### config.mk
export PLATFORM = sky130hd
export DESIGN_NAME = uart_tx
export DESIGN_NICKNAME = d
export VERILOG_FILES = /design/src/rtl/uart_tx.sv
export SDC_FILE = /design/constraint.sdc
export NUM_CORES = 1
export LEC_CHECK = 0
export ABC_AREA = 1
export BUFFER_PORTS_ARGS = -buffer_cell sky130_fd_sc_hd__buf_2
export CAP_MARGIN = 20
export CORE_MARGIN = 2
export CORE_UTILIZATION = 35
export CTS_BUF_LIST = sky130_fd_sc_hd__clkbuf_4
export DETAILED_ROUTE_END_ITERATION = 6
export PLACE_DENSITY = 0.59
export SYNTH_ARGS = -nofsm -noshare
export SYNTH_HDL_FRONTEND = slang
export SYNTH_SLANG_ARGS = --single-unit
### constraint.sdc
create_clock -name clk -period 1.31 [get_ports clk]
set_clock_uncertainty 0.1 [all_clocks]
set_input_delay 0.0655 -clock clk [delete_from_list [all_inputs] [get_ports clk]]
set_output_delay 0.0655 -clock clk [all_outputs]
set_load 0.02 [all_outputs]
### src/rtl/uart_tx.sv
// UART transmitter: accepts one word per valid/ready handshake and shifts it
// out as start bit, LSB-first data, optional parity bit and stop bit(s).
// The line idles high. All outputs come straight from flops.
module uart_tx #(
  parameter int CLK_FREQ  = 50000000,
  parameter int BAUD_RATE = 115200,
  parameter int DATA_BITS = 8,
  parameter int STOP_BITS = 1,
  parameter int PARITY    = 0
) (
  input  logic                 clk,
  input  logic                 n_rst,
  input  logic                 i_data_valid,
  input  logic [DATA_BITS-1:0] i_data,
  output logic                 o_ready,
  output logic                 o_tx,
  output logic                 o_busy
);

  localparam int CLKS_PER_BIT = CLK_FREQ / BAUD_RATE;
  localparam int CNT_W        = (CLKS_PER_BIT > 1) ? $clog2(CLKS_PER_BIT) : 1;

  localparam logic [CNT_W-1:0] BAUD_LAST = CNT_W'(CLKS_PER_BIT - 1);
  localparam logic [3:0]       DATA_LAST = 4'(DATA_BITS - 1);
  localparam logic [3:0]       STOP_LAST = 4'(STOP_BITS - 1);

  // Reject parameter sets the frame logic was not built for.
  generate
    if (PARITY < 0 || PARITY > 2) begin : g_bad_parity
      $error("uart_tx: PARITY must be 0 (none), 1 (odd) or 2 (even)");
    end
    if (DATA_BITS < 5 || DATA_BITS > 9) begin : g_bad_data_bits
      $error("uart_tx: DATA_BITS must be in 5..9");
    end
    if (STOP_BITS < 1 || STOP_BITS > 2) begin : g_bad_stop_bits
      $error("uart_tx: STOP_BITS must be 1 or 2");
    end
    if (CLKS_PER_BIT < 1) begin : g_bad_baud
      $error("uart_tx: CLK_FREQ must be at least BAUD_RATE");
    end
  endgenerate

  typedef enum logic [2:0] {
    S_IDLE,
    S_START,
    S_DATA,
    S_PARITY,
    S_STOP
  } state_e;

  state_e               state_q, state_d;
  logic [CNT_W-1:0]     baud_q, baud_d;
  logic [3:0]           bit_q, bit_d;
  logic [DATA_BITS-1:0] shift_q, shift_d;
  logic                 par_q, par_d;
  logic                 tx_q, tx_d;
  logic                 ready_q, ready_d;
  logic                 busy_q, busy_d;
  logic                 bit_end;

  // Last clock of the current bit period.
  assign bit_end = (baud_q == BAUD_LAST);

  // Next-state and registered-output logic. The line value for the next
  // cycle is chosen together with the state transition so o_tx is a flop.
  always_comb begin
    state_d = state_q;
    baud_d  = baud_q;
    bit_d   = bit_q;
    shift_d = shift_q;
    par_d   = par_q;
    tx_d    = tx_q;
    ready_d = ready_q;
    busy_d  = busy_q;

    // Baud counter free-runs inside a frame, wrapping every bit period.
    if (state_q != S_IDLE) begin
      baud_d = bit_end ? '0 : baud_q + 1'b1;
    end

    case (state_q)
      S_IDLE: begin
        baud_d  = '0;
        bit_d   = '0;
        tx_d    = 1'b1;
        ready_d = 1'b1;
        busy_d  = 1'b0;
        if (i_data_valid && ready_q) begin
          shift_d = i_data;
          // Even: parity bit equals XOR of data. Odd: its complement.
          par_d   = (PARITY == 1) ? ~^i_data : ^i_data;
          state_d = S_START;
          tx_d    = 1'b0;
          ready_d = 1'b0;
          busy_d  = 1'b1;
        end
      end

      S_START: begin
        if (bit_end) begin
          state_d = S_DATA;
          bit_d   = '0;
          tx_d    = shift_q[0];
        end
      end

      S_DATA: begin
        if (bit_end) begin
          if (bit_q == DATA_LAST) begin
            bit_d = '0;
            if (PARITY != 0) begin
              state_d = S_PARITY;
              tx_d    = par_q;
            end else begin
              state_d = S_STOP;
              tx_d    = 1'b1;
            end
          end else begin
            bit_d   = bit_q + 1'b1;
            shift_d = shift_q >> 1;
            tx_d    = shift_q[1];
          end
        end
      end

      S_PARITY: begin
        if (bit_end) begin
          state_d = S_STOP;
          bit_d   = '0;
          tx_d    = 1'b1;
        end
      end

      S_STOP: begin
        tx_d = 1'b1;
        if (bit_end) begin
          if (bit_q == STOP_LAST) begin
            // Final stop clock: the next cycle is IDLE and ready again.
            state_d = S_IDLE;
            bit_d   = '0;
            ready_d = 1'b1;
            busy_d  = 1'b0;
          end else begin
            bit_d = bit_q + 1'b1;
          end
        end
      end

      default: begin
        state_d = S_IDLE;
        baud_d  = '0;
        bit_d   = '0;
        tx_d    = 1'b1;
        ready_d = 1'b1;
        busy_d  = 1'b0;
      end
    endcase
  end

  // State and output registers; reset drops any frame and releases the line.
  always_ff @(posedge clk or negedge n_rst) begin
    if (!n_rst) begin
      state_q <= S_IDLE;
      baud_q  <= '0;
      bit_q   <= '0;
      shift_q <= '0;
      par_q   <= 1'b0;
      tx_q    <= 1'b1;
      ready_q <= 1'b1;
      busy_q  <= 1'b0;
    end else begin
      state_q <= state_d;
      baud_q  <= baud_d;
      bit_q   <= bit_d;
      shift_q <= shift_d;
      par_q   <= par_d;
      tx_q    <= tx_d;
      ready_q <= ready_d;
      busy_q  <= busy_d;
    end
  end

  assign o_tx    = tx_q;
  assign o_ready = ready_q;
  assign o_busy  = busy_q;

endmodule

==> results.md <==
- The routed layout has 1550 vias.
- IR analysis of the VDD net gives a maximum drop of 0.456 mV.
- The sequential fraction of the synthesis area is approximately 45%.
- The total nets after synthesis is 210.
- Of the total power, the share spent switching nets is approximately 23%.
- The core region is 4090 sq um.
- The flow ran to the end, but the final reports show violations.
- The most common cell after layout, fill and taps aside is sky130_fd_sc_hd__nand2_1.
- The internal power of the cells totals 0.000989 W.
- The detail-routed net length per standard cell is between 10 and 15 microns.
- Across the whole layout, storage elements account for 679 sq um.
- The flop and latch count out of synthesis is 27.
- The detailed-route vias per instance is about 4.8.
- Once layout is complete, the utilization of the core stands at about three fifths.
- The element type at the critical path end is a flop.
- The detailed-router iteration count before antenna repair is 6.
- The die is between 60 and 70 microns tall.
- STA classifies the critical path startpoint as a flop.
- The clock tree root buffer cell is sky130_fd_sc_hd__clkbuf_4.
- The type of the worst min-delay path is in2reg.
- The count of final setup violators is 26.
- With fillers left out, the area of the finished cells amounts to 2420 sq um.
- The die is roughly 70 microns wide.
- The post-synthesis area per instance is 7.78 sq um.
- The power per cell area is roughly 530 nW/um^2.
- The first global-routing pass estimated between 6000 and 7000 microns of wire.
- The final layout contains roughly 290 nets.
- The initial antenna violation count came to 0.
- The total overflow left after global routing is 0.
- Synthesis produced between 150 and 200 cells.
- The fraction of layout cells with a size suffix above 1 is a little under half.
- At the end of routability-driven placement, the weighted congestion stood at 0.831.
- The total DRC errors in the routed layout is 0.
- The total number of H-tree levels is 1.
- The clock share of power is a little under 30%.
- The via count of the first global-routing pass came to ~1500.
- In this run the tightest slew margin relative to its limit is 76.2%.
- The most used flip-flop cell after synthesis is sky130_fd_sc_hd__dfrtp_1.
- The library cells used most frequently in the layout, excluding fill and tap cells, are 58 x sky130_fd_sc_hd__nand2_1, 44 x sky130_fd_sc_hd__buf_4, 24 x sky130_fd_sc_hd__dfrtp_1.
- The number of enable-type register cells in the synthesized netlist is 0.
- 0 antenna diodes ended up in the layout.
- The final reports fail on negative setup slack.
- The critical setup path kind is reg2reg.
- The mapped netlist covers between 1500 and 2000 sq um.
- The share of async-settable or async-resettable flops after synthesis is between 90% and 100%.
- On the final layout, the worst hold slack is between 0.006 and 0.007 ns.
- The reported max-cap violation count is 0.
- The area of combinational cells with multiple inputs is between 900 and 1000 sq um.
- The CTS tree is yes.
- The clock passes through at most 2 buffers.
- The number of synthesis warnings is 0.
- Relative to the synthesized area, the layout overhead comes to 59.3%.
- The part of the power in combinational logic is about 5.6%.
- The clock transition at the registers of the reported paths is 0.16 ns.
- For the worst setup path, the data arrival time is around 1.7 ns.
- The count of buffers inserted at the top-level ports is 13.
- Once placement finished, the instance area stood at around 2000 sq um.
- The total detailed-routing wirelength is 3920 microns.
- The number of fill cells is 360.
- Setup repair after global routing could not meet its margin everywhere.
- At the pin with the least slew margin, the transition time is 0.358 ns.
- The effective utilization at floorplan is 37.1%.
- At the worst endpoint, the required time is 1.48 ns.
- The die covers roughly 4900 sq um.
- The first routing iteration left 110 violations.
- The number of buffers added by the clock tree synthesis step is 3.
- The remaining number of nets flagged by the antenna check after routing is 0.
- The global router's overall resource usage is 15.8%.
- The max-slew violation count was 0.
- Along the worst path, the maximum fanout reaches 8.
- Once routing completed, OpenROAD measured the worst setup slack at -0.255 ns.
- The total power after layout is approximately 0.0013 W.
- The synthesized netlist contains 25 unique library cells.
- The reported leakage power is approximately 1.2 nW.
- The final critical-path share of the clock period is 119%.
- Summed over all nets, the switching power comes to between 0.0002 and 0.0003 W.
- The part of the power in registers is about two thirds.
- The post-DP HPWL is 2490 microns.
- The total clock sinks is 27.
- The floorplan has 23 rows.
- The top-level port count is 14.
- The final hold violation count is 0.
- The highest achievable clock rate is roughly 640 MHz.
- The clock latency of the later-clocked register in the worst-skew pair is approximately 0.34 ns.
- The routed design could run at a clock period as short as 1.56 ns.
- Entering global routing, the biggest net connects 16 pins.
[repair_timing]
| item | in CTS | in global routing |
|---|---|---|
| hold buffers | 9 | 0 |
| buffers inserted | 4 | 10 |
| hold endpoints to repair | 35 | 0 |
| gates resized for setup | 25 | 45 |
| endpoints found under the setup margin | 28 | 28 |
| pin swaps | 3 | 10 |
[power by group through the flow]
stage	clock (W)	sequential, W	combinational (W)
6_report	0.000373	0.000834	0.0000716
5_1_grt	0.000420	0.000834	0.0000836
4_1_cts	0.000399	0.000834	0.0000726
3_5_place_dp	0	0.000849	0.0000520
3_3_place_gp	0	0.000849	0.0000520
2_1_floorplan	0	0.000850	0.00000956
[synthesized netlist by cell type (4+ instances only)]
master / n / share of area (%)
sky130_fd_sc_hd__a21oi_1: 8 / 2.6
sky130_fd_sc_hd__ha_1: 4 / 3.3
sky130_fd_sc_hd__nand4_1: 8 / 3.3
sky130_fd_sc_hd__nand3_1: 17 / 5.6
sky130_fd_sc_hd__nand2_1: 64 / 16
sky130_fd_sc_hd__nand2_2: 8 / 3.3
sky130_fd_sc_hd__dfrtp_1: 25 / 41
sky130_fd_sc_hd__o21ai_0: 4 / 1.3
sky130_fd_sc_hd__o21ai_1: 5 / 1.6
sky130_fd_sc_hd__inv_2: 4 / 0.99
sky130_fd_sc_hd__nor2_1: 16 / 4.0
sky130_fd_sc_hd__inv_1: 13 / 3.2
[kinds of logic after synthesis]
group / after synthesis / share of synthesized area, %
buffers and inverters: 20 / 6.02
flip-flops: 27 / 44.7
AND/OR/NAND/NOR: 123 / 37.4
XOR/XNOR: 2 / 1.16
AO/OA/AOI/OAI: 19 / 7.43
adder cells (fa/ha/maj): 4 / 3.30
[metrics by stage]
stage / cells / setup slack [ns] / setup TNS (ns)
finish: 321 / -0.255 / -4.27
global route: 321 / -0.356 / -6.56
CTS: 313 / -0.242 / -4.04
detailed placement: 297 / -0.232 / -4.33
global placement: 297 / -0.191 / -3.57
floorplan: 195 / -0.0906 / -1.44
[final timing paths]
check | start | endpoint | slack [ns] | cells after the start
worst max-delay path | baud_q[1]$_DFFE_PN0P_ | shift_q[7]$_DFFE_PN0P_ | -0.25 | 9
worst min-delay path | i_data_valid | o_ready$_DFFE_PN1P_ | 0.006 | 5
worst max register to register | baud_q[1]$_DFFE_PN0P_ | shift_q[7]$_DFFE_PN0P_ | -0.25 | 9
worst min register to register | shift_q[6]$_DFFE_PN0P_ | shift_q[6]$_DFFE_PN0P_ | 0.39 | 2
max in group asynchronous | n_rst | o_tx$_DFFE_PN1P_ | 0.60 | 3
min in group asynchronous | n_rst | shift_q[0]$_DFFE_PN0P_ | 0.04 | 2
[critical path, cell delays in order (launching register included)]
cell                       delay [ns]
sky130_fd_sc_hd__dfrtp_1         0.42
sky130_fd_sc_hd__inv_1           0.06
sky130_fd_sc_hd__ha_1            0.14
sky130_fd_sc_hd__nand2_2         0.07
sky130_fd_sc_hd__nor2_4          0.10
sky130_fd_sc_hd__nand2_4         0.09
sky130_fd_sc_hd__a21boi_4        0.21
sky130_fd_sc_hd__buf_6           0.16
sky130_fd_sc_hd__nand4_1         0.08
sky130_fd_sc_hd__nand2_1         0.06
[state kept, by name (all words and copies together), names as in the netlist]
register  flops
bit_q         4
state_q       3
o_ready       1
shift_q       8
baud_q        9
o_busy        1
o_tx          1
[layer usage]
layer	track usage [%]	up-vias	wire length [microns]
met5	0	-	0
met4	2.99	0	26
met3	3.49	4	99
met2	25.7	26	1960
met1	21.7	731	1830
li1	-	789	-
[layout make-up]
cell class / count / area share (%)
tap: 50 / 2.59
multi-input combinational: 148 / 40.3
clock inverter: 1 / 0.207
inverter: 17 / 2.74
timing repair buffer: 75 / 25.1
clock buffer: 3 / 0.932
sequential: 27 / 28.1
Power figures use the tool's default switching activity.
